<file path="config.mk">
export PLATFORM = sky130hd
export DESIGN_NAME = bracket_stack
export DESIGN_NICKNAME = d
export VERILOG_FILES = /design/src/rtl/bracket_pkg.sv /design/src/rtl/bracket_stack.sv
export SDC_FILE = /design/constraint.sdc
export NUM_CORES = 1
export LEC_CHECK = 0
export CORE_ASPECT_RATIO = 0.5
export CORE_MARGIN = 4
export CORE_UTILIZATION = 45
export CTS_CLUSTER_DIAMETER = 40
export DETAILED_ROUTE_END_ITERATION = 6
export RECOVER_POWER = 100
export SLEW_MARGIN = 0
export SYNTH_ARGS = -nofsm -noshare
export SYNTH_HDL_FRONTEND = slang
export SYNTH_SLANG_ARGS = --single-unit
</file>
<file path="constraint.sdc">
create_clock -name clk -period 5.45 [get_ports clk]
set_clock_uncertainty 0.05 [all_clocks]
set_input_delay 1.09 -clock clk [delete_from_list [all_inputs] [get_ports clk]]
set_output_delay 1.09 -clock clk [all_outputs]
set_load 0.03 [all_outputs]
</file>
<file path="src/rtl/bracket_pkg.sv">
// Shared constants, state encoding and character classification for bracket_seq_checker.
package bracket_pkg;

    localparam logic [6:0] CH_LPAREN  = 7'h28;
    localparam logic [6:0] CH_RPAREN  = 7'h29;
    localparam logic [6:0] CH_LSQUARE = 7'h5B;
    localparam logic [6:0] CH_RSQUARE = 7'h5D;
    localparam logic [6:0] CH_LCURLY  = 7'h7B;
    localparam logic [6:0] CH_RCURLY  = 7'h7D;

    typedef enum logic [1:0] {
        BR_PAREN  = 2'd0,
        BR_SQUARE = 2'd1,
        BR_CURLY  = 2'd2
    } br_type_e;

    typedef enum logic [1:0] {
        ST_IDLE = 2'd0,
        ST_BAL  = 2'd1,
        ST_OPEN = 2'd2,
        ST_ERR  = 2'd3
    } state_e;

    typedef struct packed {
        logic     is_open;
        logic     is_close;
        br_type_e kind;
    } char_class_t;

    // Square and curly brackets are only recognised when multi_en is set.
    function automatic char_class_t classify(input logic [6:0] ch, input logic multi_en);
        char_class_t c;
        c.is_open  = 1'b0;
        c.is_close = 1'b0;
        c.kind     = BR_PAREN;
        case (ch)
            CH_LPAREN:  c.is_open = 1'b1;
            CH_RPAREN:  c.is_close = 1'b1;
            CH_LSQUARE: begin c.is_open  = multi_en; c.kind = BR_SQUARE; end
            CH_RSQUARE: begin c.is_close = multi_en; c.kind = BR_SQUARE; end
            CH_LCURLY:  begin c.is_open  = multi_en; c.kind = BR_CURLY;  end
            CH_RCURLY:  begin c.is_close = multi_en; c.kind = BR_CURLY;  end
            default: ;
        endcase
        return c;
    endfunction

endpackage

</file>
<file path="src/rtl/bracket_stack.sv">
// LIFO of bracket type codes with clear; ptr doubles as the nesting depth.
module bracket_stack
    import bracket_pkg::*;
#(
    parameter  int unsigned MAX_DEPTH = 16,
    localparam int unsigned PTR_W     = $clog2(MAX_DEPTH + 1)
) (
    input  logic             clk,
    input  logic             clr,
    input  logic             push,
    input  logic             pop,
    input  logic             clear,
    input  br_type_e         push_type,
    output logic             full,
    output logic             empty,
    output br_type_e         top,
    output logic [PTR_W-1:0] ptr
);

    localparam int unsigned IDX_W = (MAX_DEPTH > 1) ? $clog2(MAX_DEPTH) : 1;

    br_type_e         mem_q [MAX_DEPTH];
    logic [PTR_W-1:0] ptr_q, ptr_d;

    assign full  = (ptr_q == PTR_W'(MAX_DEPTH));
    assign empty = (ptr_q == '0);
    assign top   = empty ? BR_PAREN : mem_q[IDX_W'(ptr_q - PTR_W'(1))];
    assign ptr   = ptr_q;

    always_comb begin
        ptr_d = ptr_q;
        if (clear)              ptr_d = '0;
        else if (push && !full) ptr_d = ptr_q + PTR_W'(1);
        else if (pop && !empty) ptr_d = ptr_q - PTR_W'(1);
    end

    always_ff @(posedge clk or negedge clr) begin
        if (!clr) ptr_q <= '0;
        else      ptr_q <= ptr_d;
    end

    // Contents are don't-care after reset, so storage carries no reset.
    always_ff @(posedge clk) begin
        if (push && !full && !clear) mem_q[IDX_W'(ptr_q)] <= push_type;
    end

endmodule

</file>
* After elaboration in Yosys (flattened, before gate mapping)
Memory sizes are Yosys's and may differ from the RTL's.
Index checks and enable logic that the tools add are counted.
** Storage, ports and cells
- Memories :: 1
- Bits in registers :: 5
- Output and inout port bits :: 9
- Bits of input ports :: 7
- Memory bits (writable) :: 32
- Word-level logic and storage cells :: 19
** Memory list
- mem_q :: words 16, width 2, rd ports 1, clocked after memory_dff 0, write ports 1, RTL line bracket_stack.sv:22 : br_type_e mem_q [MAX_DEPTH];
** Cells by class
- Reductions and logical operators :: 8
- Equality and inequality tests :: 1
- Muxes and demuxes :: 6
- Add/subtract/negate cells :: 2
** Operators with widths (count)
- two-way mux 5 bit :: 3
- adder 5 x 1 -> 5 bit (second input constant) :: 1
- equality test 5 bit (second input constant) :: 1
- zero test 5 bit :: 1
- subtractor 5 x 1 -> 5 bit (second input constant) :: 1
- logical AND 1 bit :: 3
- zero test 1 bit :: 3
- nonzero test 3 bit :: 1
- two-way mux 1 bit :: 2
- two-way mux 2 bit :: 1

* Longest topological paths before layout
Gate-level depths: netlist (run 1).
- Depth in word-level cells :: 6
- Gate-level depth with buffers :: 8
- Depth with buffers taken out :: 7

* Worst setup path before layout (run 1)
OpenSTA, ideal clock, no wires.
- Path kind :: register to output
- Start point :: register ptr_q[0], in the netlist ptr[0]
- End point :: output port top[1]
- Required time :: 4310 ps
- Path slack :: 1741 ps
- Buffers on the path :: 2
- Data arrival time :: 2569 ps
- Stages on the path, launching flop included :: 9
- Cell sequence :: dfrtp_1 buf_4 inv_1 ha_1 buf_2 mux4_2 nor2b_1 a211oi_1 a211oi_1
** Between the ends
- Longest elaborated chain between the ends :: 3
- Elaborated cells between the ends (all ways) :: 4
- Classes of those cells :: 1 x add/sub; 1 x mux; 1 x reduce/logical; 1 x memory
** RTL lines
- start: declaration :: RTL line bracket_stack.sv:23 : logic [PTR_W-1:0] ptr_q, ptr_d;
- start signal: assignment :: RTL line bracket_stack.sv:39 : else ptr_q <= ptr_d;
- subtractor 5 x 1 -> 5 bit
- memory read (16 x 2 bit)
- two-way mux 2 bit * :: RTL line bracket_stack.sv:27 : assign top = empty ? BR_PAREN : mem_q[IDX_W'(ptr_q - PTR_W'(1))];
- end: declaration :: RTL line bracket_stack.sv:16 : output br_type_e top,
Mark *: on every way between the ends. The rest lies on a longest branch, timed or not.

* Final worst setup path (run 1)
Ends and elaborated chain as after synthesis.

==> qor.csv, run 1 <==
metric,value,unit
status,finished clean,
cp.required,4310,ps
multi_input_area,647,sq um
hold_slack,597,ps
antenna_found_initial,0,
drt_iter0_drc,49,
syn_area_per_cell,14.1,sq um
dieArea,0.00515,sq mm
syn-cell-area,0.00181,sq mm
path_delay_family,buffers and inverters,
die_x,97.6,um
dr.pass1.iters,4,
rsz0062_at_grt,no,
htreeDepth,2,
reg2regPathDepth,8,
start_util,49.6,%
p_sw,0.510,mW
clkTransAtPathRegs,70,ps
ant_nets,0,
slew_headroom,58.5,%
comb_power_share,52.8,%
drcViolationCount,0,
synth_flop_cell,edfxtp_1,
wirelength,3750,um
synth_top_family_by_area,simple AND/OR/NAND/NOR gates,
worstSetupEndpointType,primary output,
gp_congestion,0.768,
cts_buffers,5,
p_leak,0.722,nW
p_per_area,582,mW/mm^2
path_class,flop to primary output,
grt_max_degree,18,
grt_pass1_wl,6070,um
cp.arrival,3060,ps
dp.cells,190,
min_period,4200,ps
ir_drop,0.168,mV
min_from,ptr[4],
grt_pass1_vias,1075,
cts_setup_buffers,0,
tns,0,ps
synthMuxAreaShare,11.7,%
power.internal,0.694,mW
crit_buf_inv,3,
synthAdderAreaFrac,3.46,%
seqPwrFrac,31.5,%
grtUsageTotal,16.1,%
r2r-start,ptr[0],
area_growth,14.5,%
worst_skew_pair.late_latency,280,ps
post_drt_wl_per_cell,18.9,um
hold_violations,0,
grt-ovfl-total,0,
critPathSlowestCell,dlygate4sd3_1,
synth_seq_area_share,60.1,%
crit_path_start_kind,flop,
design.core.area,0.00364,sq mm
nets,158,
synthCells,128,
num-fill-cells,312,
ff_latch_area,0.00109,sq mm
r2r_end,ptr[2],
cts_resized,0,
tightestPinTransition,622,ps
min_path_type,flop to flop,
synth_edf_count,32,
final_cell_count_no_fill,198,
path_cells,buf_4 > inv_1 > ha_1 > mux4_2 > nor2b_1 > a211oi_1 > a211oi_1 > dlygate4sd3_1,
root_buffer,clkbuf_8,
synth_compound_area_share,6.99,%
p_total,1.20,mW
cts_max_path_buffers,2,
ff2ff_setup_slack,3070,ps
period_share,77.1,%
yosysWarnings,0,
critPathMostFrequentCell,a211oi_1,
drv_slew,0,
n_antenna_cell,0,
cts_tree,done,
via_per_inst,5.56,
ys_ff_latch,37,
cts_num_sinks,37,
num_vias,1100,
dp_hpwl,2620,um
ios,16,
synth_nets,140,
worst_path_largest_cell_delay,710,ps
holdPathStages,1,
setup_viol,0,
synth_xor_area_share,1.45,%
hold-path-endpoint,ptr[4],
drv_cap,0,
swShare,42.4,%
die_height,52.8,um
synth.largest_area_cell,edfxtp_1,
yosys-top-cells-area,"edfxtp_1 53%, mux4_2 10%, dfrtp_1 6.9%",
yosys.area_share.simple,13.2,%
clockPowerShare,15.7,%
cp_max_fo,14,
async_flop_share,13.5,%
numPortBuffers,15,
max_freq,238,MHz
postLayoutCoreUtil,56.8,%
layout-drive-gt1-share,14.3,%
hold_buffers,0,
rows,15,
synth.distinct_cells,37,
synth_top_area_share,53.2,%
how the worst max path moves through the flow:
stage,from,to,slack [ps],cells past startpoint
3_5_place_dp,ptr[0],top[1],1630,8
2_1_floorplan,ptr[0],top[1],1740,8
5_1_grt,ptr[0],top[1],1070,8
4_1_cts,ptr[0],top[1],1290,8
6_report,ptr[0],top[1],1250,8
3_3_place_gp,ptr[0],top[0],1690,8
power by group through the flow:
stage | registers (mW) | clock network, mW | logic [mW]
floorplan | 0.393 | 0 | 0.474
global placement | 0.386 | 0 | 0.677
finish | 0.379 | 0.189 | 0.636
detailed placement | 0.387 | 0 | 0.681
global route | 0.385 | 0.206 | 0.697
CTS | 0.381 | 0.194 | 0.687
stage by stage:
step	setup slack, ps	area [sq um]
2_1_floorplan	1740	1810
3_3_place_gp	1690	2000
3_5_place_dp	1630	2000
4_1_cts	1290	2090
5_1_grt	1070	2070
6_report	1250	2070
cell families after synthesis:
group	Yosys count
multiplexers	11
flip-flops	37
XOR/XNOR	3
adder cells (fa/ha/maj)	5
AO/OA/AOI/OAI	15
AND/OR/NAND/NOR	46
buffers and inverters	11
cells in the mapped netlist (all sizes together), types with 3 or more instances:
cell type and count:
dfrtp 5, nor2 14, a21oi 3, inv 5
nor3 6, nor2b 3, and3 3, ha 5
nand2 9, mux4 8, a211oi 5, buf 4
edfxtp 32
placed cells by master (no fill, tap or decap), types with 4 or more instances in the layout:
cell type / netlist / routed
a211oi_1: 4 / 4
clkbuf_8: 0 / 5
inv_1: 5 / 5
mux4_2: 8 / 8
nor3_1: 6 / 6
dfrtp_1: 5 / 5
nor2_1: 14 / 14
dlygate4sd3_1: 0 / 14
nand2_1: 9 / 9
edfxtp_1: 32 / 32
ha_1: 5 / 5
sequential cells by signal (all words and copies together) (netlist names):
register	count
ptr	5
mem_q	32
area by class of cell:
cell class | instances | share of cell area (%)
clock buffer | 5 | 3.33
clock inverter | 3 | 1.03
tap | 51 | 3.09
inverter | 6 | 1.15
sequential | 37 | 52.5
timing repair buffer | 16 | 7.62
multi-input combinational | 80 | 31.3
layer usage:
metal  vias up  part of all wire, %  GRT usage (%)  wire (um)
met5         -                    0              0          0
met4         0                 0.67           3.45         25
met3         5                  6.0           5.31        226
met2        27                   42           24.0       1570
met1       544                   52           22.9       1930
li1        524                    -              -          -
Power figures use the tool's default switching activity.
==> run 2, diff against run 1 <==
==> constraint.sdc (replaced) <==
create_clock -name clk -period 4 [get_ports clk]
set_clock_uncertainty 0.05 [all_clocks]
set_input_delay 0.8 -clock clk [delete_from_list [all_inputs] [get_ports clk]]
set_output_delay 0.8 -clock clk [all_outputs]
set_load 0.03 [all_outputs]
==> run 2 against run 1 <==
Net effect: core utilization unchanged; clock power up 38%; global-route usage down 0.51 points; critical endpoint unchanged; via count up 0.91%; non-clock buffer count unchanged; design area unchanged; critical path depth down 1; wire length down 4.7%; highest routed layer unchanged; total power up 38%; combinational power up 40%.
==> qor.csv, run 2 (synthesized netlist as in run 1, its figures left out) <==
metric,value,unit,change
cp_max_fo,10,,-4
status,finished clean,,
drt_iter0_drc,110,,+120%
min_period,3670,ps,
root_buffer,clkbuf_8,,
design.core.area,0.00364,sq mm,unchanged
numPortBuffers,15,,unchanged
dp.cells,190,,unchanged
ios,16,,unchanged
seqPwrFrac,30.9,%,-0.6 points
cp.arrival,2820,ps,-240 ps
hold_violations,0,,unchanged
p_per_area,805,mW/mm^2,+38%
final_common_cell,edfxtp_1,,
drcViolationCount,0,,unchanged
ant_nets,0,,unchanged
largest_register_ffs,32,,unchanged
dr.pass1.iters,4,,unchanged
crit_path_start_kind,flop,,
grt_pass1_wl,5870,um,-3.3%
via_per_inst,5.61,,+0.91%
cts_resized,0,,unchanged
n_antenna_cell,0,,unchanged
p_total,1.67,mW,+38%
worst_skew_pair.late_latency,280,ps,about the same
final_cell_count_no_fill,198,,unchanged
ir_drop,0.258,mV,+54%
gp_congestion,0.753,,-1.9%
grt_max_degree,18,,unchanged
layout-drive-gt1-share,14.3,%,unchanged
min_path_type,flop to flop,,
rsz0062_at_grt,no,,
cts_max_path_buffers,2,,unchanged
dieArea,0.00515,sq mm,unchanged
postLayoutCoreUtil,56.8,%,unchanged
tightestPinTransition,583,ps,-39.1 ps
path_class,flop to primary output,,
wirelength,3570,um,-4.7%
antenna_found_initial,0,,unchanged
cts_tree,done,,
period_share,91.8,%,
worstSetupEndpointType,primary output,,
most-common-layout-cells,"32 x edfxtp_1, 14 x nor2_1, 10 x dlygate4sd3_1",,
cts_num_sinks,37,,unchanged
drv_slew,0,,unchanged
die_height,52.8,um,unchanged
clkTransAtPathRegs,70,ps,about the same
grt_pass1_vias,1108,,+3.1%
top_register,mem_q,,
hold_slack,612,ps,+15.0 ps
clockPowerShare,15.7,%,about the same
drv_cap,0,,unchanged
area_growth,14.5,%,unchanged
cp.required,3150,ps,-1160 ps
tns,0,ps,unchanged
dp_hpwl,2520,um,-4.0%
post_drt_wl_per_cell,18.1,um,-4.7%
grtUsageTotal,15.6,%,-0.51 points
p_leak,0.718,nW,-0.48%
die_x,97.6,um,unchanged
htreeDepth,2,,unchanged
swShare,42.3,%,about the same
cts_setup_buffers,0,,unchanged
nets,158,,unchanged
slew_headroom,61.1,%,+2.6 points
max_freq,272,MHz,
comb_power_share,53.4,%,+0.6 points
cts_buffers,5,,unchanged
num-fill-cells,304,,-2.6%
num_vias,1110,,+0.91%
hold_buffers,0,,unchanged
ff_latch_area,0.00109,sq mm,unchanged
setup_viol,0,,unchanged
multi_input_area,647,sq um,unchanged
grt-ovfl-total,0,,unchanged
p_sw,0.705,mW,+38%
power.internal,0.960,mW,+38%
rows,15,,unchanged
start_util,49.6,%,unchanged
[run 2: cell count changes in the layout (fill, tap and decap cells not counted)]
cell             change
clkdlybuf4s50_1      +4
dlygate4sd3_1        -4
[run 2: area by class of cell]
| type | instances | share of cell area [%] |
|---|---|---|
| Clock inverter | 3 | 1.03 |
| Timing Repair Buffer | 16 | 7.62 |
| Multi-Input combinational cell | 80 | 31.3 |
| Clock buffer | 5 | 3.33 |
| Tap cell | 51 | 3.09 |
| Inverter | 6 | 1.15 |
| Sequential cell | 37 | 52.5 |
[run 2: through the flow]
stage | worst slack, ps | instance area [sq um]
finish | 326 | 2070
global route | 115 | 2070
CTS | 294 | 2090
detailed placement | 635 | 2000
global placement | 696 | 2000
floorplan | 581 | 1810
[run 2: worst max-delay path, cell delays in order (launching register included)]
cell and delay, ps:
dfrtp_1 460, inv_1 120, ha_1 550, mux4_2 350, nor2b_1 140, a211oi_1 230
a211oi_1 80, clkdlybuf4s50_1 610
[run 2: path summary, 6_finish.rpt]
kind	cells after the start	endpoint	from	slack (ps)
max in group asynchronous	1	ptr[0]	clr	2920
setup / recovery	7	top[1]	ptr[1]	330
hold / removal	1	ptr[4]	ptr[4]	610
min in group asynchronous	1	ptr[2]	clr	770
setup reg to reg	6	ptr[3]	ptr[1]	1720
hold reg to reg	1	ptr[4]	ptr[4]	610
[run 2: power by group through the flow]
stage	Sequential (mW)	Combinational [mW]	Clock, mW
2_1_floorplan	0.536	0.646	0
3_3_place_gp	0.521	0.924	0
3_5_place_dp	0.522	0.928	0
4_1_cts	0.514	0.938	0.268
5_1_grt	0.519	0.969	0.285
6_report	0.515	0.889	0.261
[run 2: routing by layer]
metal,part of all wire (%),GRT usage [%],vias up
li1,-,-,519
met1,47,21.4,544
met2,44,23.6,43
met3,7.8,5.44,4
met4,0.70,4.37,0
met5,0,0,-
==> edit, RTL diff (config.mk and constraints of run 2) <==
Set the parameter `MAX_DEPTH` to 8 (it was 16).
--- a/src/rtl/bracket_stack.sv
+++ b/src/rtl/bracket_stack.sv
@@ -2,7 +2,7 @@
 module bracket_stack
     import bracket_pkg::*;
 #(
-    parameter  int unsigned MAX_DEPTH = 16,
+    parameter  int unsigned MAX_DEPTH = 8,
     localparam int unsigned PTR_W     = $clog2(MAX_DEPTH + 1)
 ) (
     input  logic             clk,
Interface: changed (resized ptr); port bits go from 16 to 15. The function was not compared with the original's and may differ.
==> edit against run 2 <==
Non-clock buffer count down 2; count of clock-buffer cells in the layout down 2; core utilization up 5.2 points; sequential cell count down 17; sequential share of layout area down 6.2 points; worst setup slack better by 0.12 ns; power down 39%; synthesized area down 43%; wire length down 46%; fmax up 3.5%; cell count down 39%; first-iteration DRC count down 61%; cell area down 39%.
==> edit: results (changes against run 2) <==
run_status: "finished, final reports clean"
pg_comb_uw: 492  # -45%
sum_of_internal_switching_and_leakage_power_mw: 1.008  # -39%
async_s_r_ff_share_synth_pct: 20.00  # +6.5 points
detailed_place.area_mm2: 0.001189  # -40%
multi_input_combinational_cell_area_um2: 415.4  # -36%
power_sequential_uw: 317  # -38%
chipWidth_um: 75.94  # -22%
nFillCells: 163  # -46%
post_synth_most_frequent_cells: "16 x sky130_fd_sc_hd__edfxtp_1, 12 x sky130_fd_sc_hd__nor2_1"
nNetsFinal: 104  # -34%
internal-power_uw: 607.7  # -37%
num-multi-input-gates: 52  # -35%
grt_pass1_vias: 689  # -38%
ys_ff_latch: 20  # -46%
critical_path.max_fanout: 11  # +1
critical_path.slowest_cell: "sky130_fd_sc_hd__dfrtp_1"
critPathArrivalTime_ns: 2.70  # -0.12 ns
synth-edff-count: 16  # -50%
power.leakage_nw: 0.4648  # -35%
non_clock_buffer_instance_count_of_the_final_layout: 14  # -2
syn-instance-count: 80  # -38%
synth_sequential_area_ratio_pct: 55.90  # -4.2 points
seq_area_share_pct: 46.26  # -6.2 points
nonClkBufAreaFrac_pct: 11.17  # +3.5 points
worst_skew_pair.late_latency_ns: 0.25  # -0.03 ns
grt_start_max_net_pins: 14  # -4
cts_htree_levels: 1  # -1
via_per_inst: 5.475  # -2.3%
edit: cell count changes after synthesis, moves of 2 or more:
cell,change
sky130_fd_sc_hd__nand4b_1,-2
sky130_fd_sc_hd__mux4_2,-4
sky130_fd_sc_hd__a31oi_1,-2
sky130_fd_sc_hd__a211oi_1,-4
sky130_fd_sc_hd__ha_1,-3
sky130_fd_sc_hd__nand2_1,-5
sky130_fd_sc_hd__and3_1,-2
sky130_fd_sc_hd__nor3_1,-4
sky130_fd_sc_hd__nor2_1,-2
sky130_fd_sc_hd__nor2b_1,-2
sky130_fd_sc_hd__edfxtp_1,-16
sky130_fd_sc_hd__nand4_1,+2
edit: logic make-up (layout without fill, tap and decap cells):
group,Yosys count,in the layout,share of synthesized area [%]
XOR/XNOR,2,2,1.687
adder cells (fa/ha/maj),2,2,2.409
multiplexers,9,9,14.10
buffers and inverters,8,22,3.614
flip-flops,20,20,55.90
AO/OA/AOI/OAI,10,10,8.555
AND/OR/NAND/NOR,29,29,13.74
edit: worst paths after layout:
path                       depth (start not counted)               endpoint               start
min in group asynchronous                          1     ptr[3]$_DFFE_PN0P_                 clr
min                                                2     ptr[3]$_DFFE_PN0P_  ptr[3]$_DFFE_PN0P_
max                                                6                 top[0]  ptr[0]$_DFFE_PN0P_
max reg2reg                                        5  mem_q[0][1]$_DFFE_PP_  ptr[0]$_DFFE_PN0P_
min reg2reg                                        2     ptr[3]$_DFFE_PN0P_  ptr[3]$_DFFE_PN0P_
max in group asynchronous                          1     ptr[1]$_DFFE_PN0P_                 clr
edit: metal layers:
layer	share of wire [%]	vias to the layer above	track usage [%]	wire length, um
met4	0	0	4.255	0
li1	-	323	-	-
met2	43	15	19.90	832
met3	4.9	0	5.150	94
met5	0	-	0	0
met1	52	319	18.97	1006
